**src/rtl/accum_sequencer_if.sv**
```systemverilog
// Sample-accept and result handshake bundle between the accumulation
// sequencer and its upstream source / downstream consumer.
interface accum_sequencer_if;
  logic        in_valid;
  logic        in_ready;
  logic [31:0] out_data;
  logic        out_valid;
  logic        out_ready;

  modport master (
    output in_valid,
    output out_ready,
    input  in_ready,
    input  out_data,
    input  out_valid
  );

  modport slave (
    input  in_valid,
    input  out_ready,
    output in_ready,
    output out_data,
    output out_valid
  );
endinterface

```
**src/rtl/accum_sequencer.sv**
```systemverilog
// Frame controller for the complex accumulation unit: clears it, gates its
// clock-enable over N_SAMPLES accepted samples, captures and hands off the sum.
module accum_sequencer #(
  parameter int N_SAMPLES = 16,
  parameter int CNT_W     = $clog2(N_SAMPLES)
) (
  input  logic               clk,
  input  logic               nrst,
  input  logic               start,
  input  logic               abort,
  accum_sequencer_if.slave   bus,
  output logic               acc_ce,
  output logic               acc_clr_n,
  input  logic [31:0]        acc_val,
  output logic               busy,
  output logic [CNT_W-1:0]   smp_cnt
);

  typedef enum logic [2:0] {
    S_IDLE,
    S_CLEAR,
    S_ACCUM,
    S_DRAIN,
    S_OUT
  } state_t;

  localparam logic [CNT_W-1:0] LAST_SMP = CNT_W'(N_SAMPLES - 1);

  state_t             state, state_nxt;
  logic [CNT_W-1:0]   cnt_nxt;
  logic [31:0]        data_q, data_nxt;
  logic               ready;
  logic               ce;
  logic               clr_n;
  logic               valid;

  always_ff @(posedge clk or negedge nrst) begin
    if (!nrst) begin
      state   <= S_IDLE;
      smp_cnt <= '0;
      data_q  <= '0;
    end else begin
      state   <= state_nxt;
      smp_cnt <= cnt_nxt;
      data_q  <= data_nxt;
    end
  end

  always_comb begin
    state_nxt = state;
    cnt_nxt   = smp_cnt;
    data_nxt  = data_q;
    ready     = 1'b0;
    ce        = 1'b0;
    clr_n     = 1'b1;
    valid     = 1'b0;

    case (state)
      S_IDLE: begin
        if (start) state_nxt = S_CLEAR;
      end
      S_CLEAR: begin
        clr_n     = 1'b0;
        cnt_nxt   = '0;
        state_nxt = S_ACCUM;
      end
      S_ACCUM: begin
        // abort masks ready so the sample in the abort cycle never reaches acc
        ready = !abort;
        ce    = ready && bus.in_valid;
        if (ce) begin
          if (smp_cnt == LAST_SMP) begin
            cnt_nxt   = '0;
            state_nxt = S_DRAIN;
          end else begin
            cnt_nxt = smp_cnt + CNT_W'(1);
          end
        end
      end
      S_DRAIN: begin
        data_nxt  = acc_val;
        state_nxt = S_OUT;
      end
      S_OUT: begin
        valid = 1'b1;
        if (bus.out_ready) state_nxt = S_IDLE;
      end
      default: state_nxt = S_IDLE;
    endcase

    // abort overrides every transition; the last captured result is kept
    if (abort) begin
      state_nxt = S_IDLE;
      cnt_nxt   = '0;
      data_nxt  = data_q;
    end
  end

  // accumulator is held clear for as long as this block is in reset
  assign acc_clr_n     = clr_n && nrst;
  assign acc_ce        = ce;
  assign busy          = (state != S_IDLE);
  assign bus.in_ready  = ready;
  assign bus.out_valid = valid;
  assign bus.out_data  = data_q;

endmodule

```
**src/flat_wrapper.sv**
```systemverilog
// flat-port wrapper written by rule: the top's interface ports become plain ports
module accum_sequencer_flat 
#(
  parameter int N_SAMPLES = 16,
  parameter int CNT_W     = $clog2(N_SAMPLES)
)
  (clk, nrst, start, abort, acc_ce, acc_clr_n, acc_val, busy, smp_cnt, bus_in_valid, bus_out_ready, bus_in_ready, bus_out_data, bus_out_valid);
  accum_sequencer_if bus_i ();
  input  logic clk;
  input  logic nrst;
  input  logic start;
  input  logic abort;
  output logic acc_ce;
  output logic acc_clr_n;
  input  logic [31:0] acc_val;
  output logic busy;
  output logic [CNT_W-1:0] smp_cnt;
  input wire logic [$bits(bus_i.in_valid)-1:0] bus_in_valid;
  input wire logic [$bits(bus_i.out_ready)-1:0] bus_out_ready;
  output wire logic [$bits(bus_i.in_ready)-1:0] bus_in_ready;
  output wire logic [$bits(bus_i.out_data)-1:0] bus_out_data;
  output wire logic [$bits(bus_i.out_valid)-1:0] bus_out_valid;
  assign bus_i.in_valid = bus_in_valid;
  assign bus_i.out_ready = bus_out_ready;
  assign bus_in_ready = bus_i.in_ready;
  assign bus_out_data = bus_i.out_data;
  assign bus_out_valid = bus_i.out_valid;
  accum_sequencer #(.N_SAMPLES(N_SAMPLES), .CNT_W(CNT_W)) u_core (.clk(clk), .nrst(nrst), .start(start), .abort(abort), .bus(bus_i), .acc_ce(acc_ce), .acc_clr_n(acc_clr_n), .acc_val(acc_val), .busy(busy), .smp_cnt(smp_cnt));
endmodule
```
**config.mk**
```make
export PLATFORM = sky130hd
export DESIGN_NAME = accum_sequencer_flat
export DESIGN_NICKNAME = d
export VERILOG_FILES = /design/src/rtl/accum_sequencer_if.sv /design/src/rtl/accum_sequencer.sv /design/src/flat_wrapper.sv
export SDC_FILE = /design/constraint.sdc
export NUM_CORES = 1
export LEC_CHECK = 0
export ABC_AREA = 0
export CAP_MARGIN = 20
export CORE_MARGIN = 1.5
export CORE_UTILIZATION = 40
export CTS_BUF_LIST = sky130_fd_sc_hd__clkbuf_4
export DETAILED_ROUTE_END_ITERATION = 8
export GPL_ROUTABILITY_DRIVEN = 0
export PLACE_DENSITY_LB_ADDON = 0.05
export SYNTH_ARGS = -nofsm -noshare
export SYNTH_HDL_FRONTEND = slang
export SYNTH_SLANG_ARGS = --single-unit
export TNS_END_PERCENT = 100
```
**constraint.sdc**
```tcl
create_clock -name clk -period 2 [get_ports clk]
set_input_delay 0.4 -clock clk [delete_from_list [all_inputs] [get_ports clk]]
set_output_delay 0.4 -clock clk [all_outputs]
set_load 0.05 [all_outputs]
```
==> flow_summary.ini <==
[layout]
diodes = 0
drive_gt1_frac = 0.2828
finish.net_count = 236
utilization = 0.6865
area_delta_synth_final_pct = 60.22

[floorplan]
die-area_sq_mm = 0.004399
io_pins = 79
rows = 22
core_sq_mm = 0.003744
die_w_um = 66.33
start_util = 0.4285
die_y_um = 66.33

[synthesis]
synth.net_count = 150
ys_warn_count = 0
syn_inst = 111
synth_seq_cells = 39
synth_cell_types = 27
ys_seq_area_frac = 0.6084
yosysTopAreaCell = dfrtp_1
synth_top_cells_by_area = dfrtp_1 61%, mux2_2 21%, buf_6 2.1%
syn_area_sq_mm = 0.001604
synth.top_cell.area_share = 0.6084
syn_area_per_cell_sq_um = 14.45

[power_and_ir_drop]
p_leak_nw = 1.127
p_int_w = 0.001856
powerDensity_mw_per_mm2 = 1246
max-vdd-ir-drop_mv = 0.5983
clkPwrFrac = 0.157
p_sw_w = 0.001344
p_seq_frac = 0.350
pwr-share-comb = 0.493
p_sw_frac = 0.4200

[routing]
wl_mm = 3.431
ant_nets = 0
drt_pass1_iterations = 4
wire_per_inst_um = 13.95
drt_iter0_drc = 30
vias_per_cell = 4.854
vias = 1194
drc_errors = 0
wl_met2_mm = 1.717
top_layer = met4
wl_met3_um = 305
wl_met1_mm = 1.365

[critical_path]
crit_chain = clkdlybuf4s50_1
path_max_fanout = 2
cp_num_buf_inv = 1
r2r_cells = 4
worstPathRequired_ps = 1600
cp_slowest_stage_delay_ps = 820
arrival_ps = 1520
worstSetupEndpointType = output pin
start_kind = register
path_class = reg2out
cp_top_family = buffers and inverters
regToRegSetupSlack_ps = 450
critPathSlowestCell = clkdlybuf4s50_1
cp_num_cells = 1

[sta]
rsz0062_at_grt = false
finalCriticalPeriod_ps = 1924
setup_slack_ps = 76.38
max_slew_margin = 0.6091
finalCritPeriodShare = 0.9618
clock_skew_ps = 3.352
max_freq_mhz = 519.9
slew_viol_final = 0
finalHoldViolations = 0
setup_viol = 0
worst_slew_pin_slew_ps = 581.9
setup_tns_ps = 0

[flow_run]
drv_cap = 0

[placement]
dp.final_hpwl_mm = 2.566
pre_cts_slack_ps = 46.93
port-buffer-count = 78

[clocking]
cts_max_level = 2
clk_pin_slew_ps = 110
cts_buffers = 5
cts_tree = built
postCtsHoldBufs = 0
cts-root-buf = clkbuf_4
cts.sinks = 39
cts_buffer_depth = 2
clock_latency_ps = 340

[global_route]
antenna_found_initial = 0
grt_max_degree = 40
grt_pass1_vias = 1269
gr-total-overflow = 0
grt_pass1_wl_mm = 5.520
track_usage = 0.1659

[run_status]
status = completed

[hold_path]
min_path_type = in2async
[layout make-up]
type,instances,area [sq um]
clock buffer,5,37.54
timing repair buffer,83,855.8
inverter,4,15.01
fill,287,1174
sequential,39,978.4
clock inverter,3,38.79
multi-input combinational,64,584.3
tap,48,60.06
[power by group through the flow]
stage                     clock network, W  registers [W]  logic [W]
after CTS                         0.000521        0.00112    0.00159
final                             0.000502        0.00112    0.00158
after global routing              0.000556        0.00115    0.00165
after detailed placement                 0        0.00114    0.00159
after floorplan                          0        0.00188   0.000241
after global placement                   0        0.00112    0.00157
[per-layer routing]
layer | global-route usage | vias to the layer above
li1 | - | 572
met1 | 0.1814 | 569
met2 | 0.3038 | 48
met3 | 0.05451 | 5
met4 | 0.04592 | 0
met5 | 0 | -
[worst paths after layout]
check / startpoint / to
max: u_core.bus.out_data[26] / bus_out_data[26]
min: nrst / u_core.smp_cnt[2]
max reg2reg: u_core.state[1] / u_core.bus.out_data[30]
min reg2reg: u_core.bus.out_data[15] / u_core.bus.out_data[15]
max in group asynchronous: nrst / u_core.state[2]
min in group clk: u_core.bus.out_data[15] / u_core.bus.out_data[15]
[per-stage QoR]
| step | total power, W | hold slack (ps) | area (sq um) | std cells |
|---|---|---|---|---|
| global route | 0.003351 | 128.7 | 2570 | 246 |
| detailed placement | 0.002730 | 482.2 | 2489 | 238 |
| floorplan | 0.002124 | 104.4 | 1609 | 111 |
| global placement | 0.002695 | 466.2 | 2489 | 238 |
| finish | 0.003201 | 99.26 | 2570 | 246 |
| CTS | 0.003237 | 107.9 | 2567 | 246 |
[registers in the layout, summed over array words and instances, names as in the netlist]
signal / flops
u_core.bus.out_data: 32
u_core.state: 3
u_core.smp_cnt: 4
[timing repair]
action	in CTS	in global routing
buffers inserted	0	0
endpoints found under the setup margin	4	2
gates resized for setup	3	2
[layout by cell type, fill, tap and decap left out, types with 2 or more instances in the layout]
| master | netlist | final |
|---|---|---|
| dlygate4sd2_1 | 0 | 2 |
| dfrtp_2 | 0 | 2 |
| clkbuf_4 | 0 | 5 |
| nor3b_1 | 3 | 2 |
| buf_12 | 0 | 5 |
| clkdlybuf4s50_1 | 0 | 68 |
| nor3_1 | 5 | 4 |
| o21ai_0 | 2 | 2 |
| mux2_1 | 2 | 2 |
| buf_4 | 0 | 7 |
| nand2_1 | 3 | 3 |
| a22o_1 | 3 | 3 |
| dfrtp_1 | 39 | 37 |
| inv_1 | 4 | 4 |
| mux2_2 | 30 | 30 |
[logic make-up (layout without fill, tap and decap cells)]
family / Yosys count / after routing / synth area share
flops: 39 / 39 / 0.6084
simple gates: 20 / 20 / 0.07567
fa+ha+maj: 1 / 1 / 0.007799
buf+inv: 8 / 95 / 0.03353
mux: 32 / 32 / 0.2246
xor+xnor: 1 / 1 / 0.005461
compound gates: 10 / 10 / 0.04447
[Yosys cell counts]
cell type and number:
a211o_1 1, a21oi_1 1, a22o_1 3, a2bb2oi_1 1
a31oi_1 1, and2_1 1, and3_1 1, buf_2 1
buf_6 3, dfrtp_1 39, ha_1 1, inv_1 4
mux2_1 2, mux2_2 30, nand2_1 3, nand2_2 1
nand3_1 1, nand4_1 1, nor2_1 1, nor2b_1 1
nor3_1 5, nor3_4 1, nor3b_1 3, o21ai_0 2
o22ai_1 1, or3_1 1, xnor2_1 1
No activity file was read; power rests on OpenSTA's default activity.
